### src/rtl/byte_serializer.sv
// Byte FIFO feeding an 8-bit parallel-to-serial shifter that advances on the en bit-rate strobe.
// Back-to-back bytes are emitted without a gap cycle; state and bit count are visible on debug ports.
module byte_serializer #(
  parameter int   DEPTH     = 4,
  parameter logic IDLE_BIT  = 1'b0,
  parameter bit   MSB_FIRST = 1'b1
) (
  input  logic                       clk,
  input  logic                       rst_n,
  input  logic [7:0]                 in_data,
  input  logic                       in_valid,
  output logic                       in_ready,
  input  logic                       en,
  output logic                       dout,
  output logic                       dout_valid,
  output logic                       busy,
  output logic [$clog2(DEPTH):0]     level,
  output logic                       o_dbg_state,
  output logic [3:0]                 o_dbg_cnt
);

  localparam int AW = $clog2(DEPTH);
  localparam int LW = AW + 1;
  localparam logic [LW-1:0] DEPTH_L = LW'(DEPTH);

  typedef enum logic {S_IDLE = 1'b0, S_SHIFT = 1'b1} state_t;

  logic [7:0]    r_mem [DEPTH];
  logic [AW-1:0] r_wr_ptr;
  logic [AW-1:0] r_rd_ptr;
  logic [LW-1:0] r_level;

  state_t        r_state;
  logic [3:0]    r_cnt;
  logic [7:0]    r_shreg;
  logic          r_dout;
  logic          r_dout_valid;

  logic          w_push;
  logic          w_load;
  logic [7:0]    w_head;

  // Handshake: a byte transfers on a rising edge where in_valid && in_ready.
  // in_ready depends only on the registered level, so a full FIFO refuses a
  // push even when the shifter pops in the same cycle.
  assign in_ready = rst_n && (r_level < DEPTH_L);
  assign w_push   = in_valid && in_ready;
  assign w_head   = r_mem[r_rd_ptr];

  // A new byte is loaded from idle, or straight after the 8th bit so bytes abut.
  assign w_load = en && (r_level != '0) &&
                  ((r_state == S_IDLE) || (r_cnt == 4'd8));

  always_ff @(posedge clk) begin
    if (!rst_n) begin
      r_wr_ptr <= '0;
      r_rd_ptr <= '0;
      r_level  <= '0;
    end else begin
      if (w_push) begin
        r_mem[r_wr_ptr] <= in_data;
        r_wr_ptr        <= r_wr_ptr + 1'b1;
      end
      if (w_load) begin
        r_rd_ptr <= r_rd_ptr + 1'b1;
      end
      if (w_push && !w_load) begin
        r_level <= r_level + 1'b1;
      end else if (!w_push && w_load) begin
        r_level <= r_level - 1'b1;
      end
    end
  end

  always_ff @(posedge clk) begin
    if (!rst_n) begin
      r_state      <= S_IDLE;
      r_cnt        <= 4'd0;
      r_shreg      <= 8'd0;
      r_dout       <= IDLE_BIT;
      r_dout_valid <= 1'b0;
    end else if (en) begin
      if (w_load) begin
        r_state      <= S_SHIFT;
        r_cnt        <= 4'd1;
        r_dout_valid <= 1'b1;
        if (MSB_FIRST) begin
          r_dout  <= w_head[7];
          r_shreg <= {w_head[6:0], 1'b0};
        end else begin
          r_dout  <= w_head[0];
          r_shreg <= {1'b0, w_head[7:1]};
        end
      end else if ((r_state == S_SHIFT) && (r_cnt != 4'd8)) begin
        r_cnt <= r_cnt + 4'd1;
        if (MSB_FIRST) begin
          r_dout  <= r_shreg[7];
          r_shreg <= {r_shreg[6:0], 1'b0};
        end else begin
          r_dout  <= r_shreg[0];
          r_shreg <= {1'b0, r_shreg[7:1]};
        end
      end else begin
        r_state      <= S_IDLE;
        r_dout       <= IDLE_BIT;
        r_dout_valid <= 1'b0;
      end
    end
  end

  assign dout        = r_dout;
  assign dout_valid  = r_dout_valid;
  assign level       = r_level;
  assign busy        = (r_state == S_SHIFT) || (r_level != '0);
  assign o_dbg_state = r_state;
  assign o_dbg_cnt   = r_cnt;

endmodule

### config.mk
export PLATFORM = sky130hd
export DESIGN_NAME = byte_serializer
export DESIGN_NICKNAME = d
export VERILOG_FILES = /design/src/rtl/byte_serializer.sv
export SDC_FILE = /design/constraint.sdc
export NUM_CORES = 1
export LEC_CHECK = 0
export BUFFER_PORTS_ARGS = -buffer_cell sky130_fd_sc_hd__buf_2
export CAP_MARGIN = 20
export CORE_MARGIN = 5
export CORE_UTILIZATION = 24
export DETAILED_ROUTE_END_ITERATION = 6
export GPL_ROUTABILITY_DRIVEN = 0
export PLACE_DENSITY_LB_ADDON = 0.12
export SYNTH_ARGS = -nofsm -noshare
export SYNTH_HDL_FRONTEND = slang
export SYNTH_SLANG_ARGS = --single-unit
### constraint.sdc
create_clock -name clk -period 2.5 [get_ports clk]
set_clock_uncertainty 0.15 [all_clocks]
set_input_delay 0.75 -clock clk [delete_from_list [all_inputs] [get_ports clk]]
set_output_delay 0.75 -clock clk [all_outputs]
set_load 0.005 [all_outputs]
==> impl_metrics.toml, run 1 <==
[synth]
syn_inst = 159
synth_cell_types = 39
synth_area_mm2 = 0.002253
yosysWarnings = 0
synth_edf_count = 32
seq_area_frac_synth = 0.6219
synthArstFlopShare = 0
synthFlopType = "edfxtp_1"
syn_area_per_cell_um2 = 14.17
synth_fp_nets = 179
synth_seq_cells = 54

[critical_path]
path_common_cell = "inv_1"
worstPathCellList = "inv_1 -> ha_1 -> nand3b_4 -> a21oi_2 -> inv_2 -> ha_4 -> inv_1 -> fa_1 -> xor2_1 -> or3_1 -> a21oi_1"
required_ns = 2.59
crit_fanout = 7
reg2regPathDepth = 11
crit_type = "reg2reg"
cp_data_arrival_time_ns = 2.40
slowest_delay_ns = 0.39
critPathSlowestCell = "dfxtp_2"
r2r-start = "o_dbg_cnt[1]"
startpoint_type = "register"
end_kind = "register"
startpoint = "o_dbg_cnt[1]"

[sta]
slew_violations = 0
slew-limit-headroom = 0.6202
finalSetupViolCount = 0
rsz0062_at_grt = "false"
fin_tns_setup_ns = 0
tightest_slew_ns = 0.5690
max_freq_mhz = 433.5
final_hold_viol_count = 0
min_period_ns = 2.307
period_share = 0.9227

[clock_network]
clkTransAtPathRegs_ns = 0.10
holdBufCountCts = 0
cts_sinks = 54
post_cts_buffers = 0
htree_levels = 2
cts_tree = "done"
worst_skew_pair.late_latency_ns = 0.31
cts_made_buffers = 5
cts-resized-gates = 0
cts.path.max_buffers = 2
clock-root-buffer = "clkbuf_8"

[layout]
n_fill_cell = 926
regArea_mm2 = 0.001403
drive_gt1_frac = 0.3212
nets = 212
antennaDiodeCount = 0
area_delta_synth_final_pct = 18.55
multi_input_area_um2 = 797.0
final_common_cell = "edfxtp_1"
mostFrequentLayoutCells = "32 x edfxtp_1, 23 x buf_2, 21 x dfxtp_1"
final_cell_area_mm2 = 0.002671

[worst_hold_path]
hp-class = "reg2reg"
whs_path_depth = 2
hold_start = "r_shreg[2]"

[power]
ir_worst_vdd_v = 0.0002867
power.density_mw_per_mm2 = 913.8
leakage_nw = 0.9699

[placement]
io_buffer_count = 23
hpwl_um = 3232
placed_cell_area_mm2 = 0.002554

[detailed_routing]
drtIter0Drc = 42
wl_per_cell_um = 15.09
vias = 1342
vias_per_cell = 4.414
drt-total-wl_um = 4586
drt-pass1-iter-count = 4
drtAntennaViolNets = 0
remaining_drc_errors = 0

[die]
core_mm2 = 0.009196
rows = 35
ios = 24
initial_utilization = 0.2450
dieArea_mm2 = 0.01143
fp.dieH_um = 106.9
fp.dieW_um = 106.9

[job]
drv_cap = 0

[global_routing]
grt_max_degree = 19
grt_use_met1 = 0.1111
grt_overflow = 0
antenna_found_initial = 0
use_met3 = 0.02348
grt_pass1_vias = 1412
grt.total_usage = 0.08596
grt_first_pass_wirelength_um = 7562
grt_util_met2 = 0.1412
grt_most_used_layer = "met2"

[run_status]
outcome = "finished, final reports clean"
[registers in the layout (all words and copies together), names as in the netlist, named ones only]
name / count
dout: 1
r_mem: 32
o_dbg_cnt: 4
dout_valid: 1
r_shreg: 7
r_rd_ptr: 2
level: 3
r_wr_ptr: 2
[cell usage after synthesis (2+ instances only)]
cell type	instances	area, um^2
ha_1	7	87.58
edfxtp_1	32	960.9
nand2_1	8	30.03
and2_1	2	12.51
xnor2_1	2	17.52
a22oi_1	3	22.52
inv_1	7	26.28
a21oi_1	8	40.04
xor2_1	2	17.52
or3_1	2	12.51
nand3_1	2	10.01
dfxtp_1	22	440.4
mux2i_1	4	40.04
a211oi_2	2	25.02
nor2_1	8	30.03
clkbuf_1	2	7.510
inv_2	2	7.510
o21ai_0	8	40.04
and3_1	4	25.02
buf_4	3	22.52
mux4_2	8	180.2
a31oi_1	4	25.02
[metal layers]
| metal | wire length [um] | vias to the layer above |
|---|---|---|
| met5 | 0 | - |
| met2 | 2189 | 25 |
| met3 | 183 | 4 |
| li1 | - | 658 |
| met1 | 2173 | 655 |
| met4 | 40 | 0 |
[final cells by class]
| type | instances | share of cell area |
|---|---|---|
| Clock buffer | 5 | 0.02576 |
| Clock inverter | 3 | 0.01780 |
| Inverter | 9 | 0.01265 |
| Multi-Input combinational cell | 90 | 0.2984 |
| Sequential cell | 54 | 0.5251 |
| Tap cell | 111 | 0.05199 |
| Timing Repair Buffer | 32 | 0.06838 |
[power by group]
part | total [W] | leakage [nW] | internal [W] | switching [W]
registers | 0.00120 | 0.471 | 0.00107 | 0.000123
clock network | 0.000601 | 0.0587 | 0.000304 | 0.000297
logic | 0.000645 | 0.440 | 0.000333 | 0.000311
total | 0.00244 | 0.970 | 0.00171 | 0.000732
[final timing paths]
path                            slack (ns)         end
worst min-delay path                  0.36  r_shreg[2]
worst max register to register        0.19    level[2]
worst min register to register        0.36  r_shreg[2]
worst max-delay path                  0.19    level[2]
[worst max-delay path: cells and delay by family, from the launching register on]
kind | cells | cell delay (ns)
adder cells (fa/ha/maj) | 3 | 0.71
flip-flops | 1 | 0.39
buffers and inverters | 3 | 0.17
AO/OA/AOI/OAI | 2 | 0.23
XOR/XNOR | 1 | 0.17
AND/OR/NAND/NOR | 2 | 0.43
[per-stage QoR]
stage	worst slack [ns]	hold slack [ns]	utilization	cells	total power (W)
5_1_grt	0.06663	0.3812	0.2905	304	0.002608
3_3_place_gp	-0.01380	0.3290	0.2777	296	0.001860
4_1_cts	0.09510	0.3629	0.2903	304	0.002480
3_5_place_dp	-0.08942	0.3440	0.2777	296	0.001878
2_1_floorplan	0.01234	0.2993	-	159	0.001654
6_report	0.1934	0.3562	0.2905	304	0.002441
[logic make-up (layout without fill, tap and decap cells)]
kind of cell             after synthesis  count (layout)  share of synthesized area
flip-flops                            54              54                     0.6219
AO/OA/AOI/OAI                         35              35                     0.1105
AND/OR/NAND/NOR                       31              31                    0.07607
buffers and inverters                 15              49                    0.03054
multiplexers                          12              12                    0.09772
adder cells (fa/ha/maj)                8               8                    0.04775
XOR/XNOR                               4               4                    0.01555
Power figures use the tool's default switching activity.
==> run 2: changes to the inputs <==
- clock period: 2.5 -> 2.85 ns (I/O delays scaled with it)
==> run 2 against run 1 <==
  * Utilization is 0.80 points lower
  * Register-to-register slack better by 0.22 ns
  * Critical path depth is the same
  * First-iteration DRC count grew 48%
  * Hold slack worse by 0.012 ns
  * Maximum frequency fell by 5.3%
  * Clock power down 25%
  * Die area stayed put
  * Largest power group unchanged
==> impl_metrics.toml, run 2 (synthesized netlist as in run 1, its figures left out) <==
[sta]
tightest_slew_ns = 0.5592
final_hold_viol_count = 0
finalWorstSetupSlack_ns = 0.4140
max_freq_mhz = 410.5
min_period_ns = 2.436
period_share = 0.8548
rsz0062_at_grt = "false"
slew-limit-headroom = 0.6267
finalSetupViolCount = 0
slew_violations = 0
fin_tns_setup_ns = 0

[detailed_routing]
drt-total-wl_um = 4491
vias_per_cell = 4.435
wl_per_cell_um = 15.02
vias = 1326
drtAntennaViolNets = 0
remaining_drc_errors = 0
drtIter0Drc = 62
drt-pass1-iter-count = 4

[clock_network]
cts-resized-gates = 0
cts_made_buffers = 5
cts.path.max_buffers = 2
cts_sinks = 54
post_cts_buffers = 0
htree_levels = 2
cts_tree = "done"
worst_skew_pair.late_latency_ns = 0.31
clock-root-buffer = "clkbuf_8"
holdBufCountCts = 0
clkTransAtPathRegs_ns = 0.11

[global_routing]
grt_pass1_vias = 1384
grt_overflow = 0
antenna_found_initial = 0
grt_max_degree = 20
grt_first_pass_wirelength_um = 7383
grt.total_usage = 0.08402

[die]
rows = 35
fp.dieH_um = 106.9
ios = 24
dieArea_mm2 = 0.01143
fp.dieW_um = 106.9
initial_utilization = 0.2450
core_mm2 = 0.009196

[placement]
post-place-ws_ns = 0.1545
io_buffer_count = 23
hpwl_um = 3229

[layout]
nets = 207
final_common_cell = "edfxtp_1"
antennaDiodeCount = 0
n_fill_cell = 930
area_delta_synth_final_pct = 15.27
largest_reg_flops = 32
mostFrequentLayoutCells = "32 x edfxtp_1, 23 x buf_2, 22 x dfxtp_1"
largest_register = "r_mem"
drive_gt1_frac = 0.2872

[power]
power_w = 0.002025
power.density_mw_per_mm2 = 779.6
leakage_nw = 0.9346
ir_worst_vdd_v = 0.0002163

[critical_path]
crit_fanout = 7
ff2ff_setup_slack_ns = 0.41
crit_type = "reg2reg"
reg2regPathDepth = 11
cp_data_arrival_time_ns = 2.54
r2r-start = "o_dbg_cnt[0]"
startpoint_type = "register"
end_kind = "register"
required_ns = 2.95
reg2reg_to = "level[2]"

[worst_hold_path]
min_to = "r_shreg[2]"
hold_start = "r_shreg[2]"
hp-class = "reg2reg"
whs_path_depth = 2

[job]
drv_cap = 0

[run_status]
outcome = "finished, final reports clean"
-- run 2: cell count changes in the layout (fill, tap and decap cells not counted), sizes merged --
| cell | change |
|---|---|
| bufinv | -1 |
| inv | +1 |
| buf | -5 |
-- run 2: worst max-delay path, stage by stage, from the launching register on --
cell,delay [ns]
dfxtp_1,0.45
inv_1,0.07
ha_1,0.23
nand3b_4,0.13
a21oi_2,0.08
inv_2,0.06
ha_1,0.18
inv_1,0.06
fa_1,0.37
xor2_1,0.17
or3_1,0.30
a21oi_1,0.13
-- run 2: through the flow --
step                hold WS, ns  std cells    util  area, um^2
floorplan                0.2993        159       -        2253
global placement         0.3390        291  0.2721        2502
detailed placement       0.3264        291  0.2721        2502
CTS                      0.3425        299  0.2824        2597
global route             0.3601        299  0.2824        2597
finish                   0.3443        299  0.2824        2597
-- run 2: final cells by class --
| cell class | instances | area [um^2] | share of cell area |
|---|---|---|---|
| tap | 111 | 138.9 | 0.05347 |
| multi-input combinational | 90 | 783.3 | 0.3015 |
| clock inverter | 3 | 26.28 | 0.01012 |
| clock buffer | 5 | 68.82 | 0.02649 |
| inverter | 9 | 33.78 | 0.01301 |
| sequential | 54 | 1401 | 0.5395 |
| timing repair buffer | 27 | 145.1 | 0.05588 |
-- run 2: worst max path at each step --
stage	start	endpoint
2_1_floorplan	rst_n	level[2]
3_3_place_gp	rst_n	level[2]
3_5_place_dp	rst_n	level[2]
4_1_cts	o_dbg_cnt[0]	level[2]
5_1_grt	o_dbg_cnt[0]	level[2]
6_report	o_dbg_cnt[0]	level[2]
-- run 2: routing by layer --
layer,track usage,up-vias,part of all wire
li1,-,649,-
met5,0,-,0
met2,0.1317,31,0.46
met1,0.1114,642,0.48
met4,0.02557,0,0.0094
met3,0.02589,4,0.056
-- run 2: report_power, final --
part / internal, W / switching [W] / leakage [nW] / total, W
registers: 0.000940 / 0.000122 / 0.470 / 0.00106
clock network: 0.000181 / 0.000268 / 0.0491 / 0.000449
logic: 0.000262 / 0.000252 / 0.415 / 0.000514
total: 0.00138 / 0.000641 / 0.935 / 0.00203
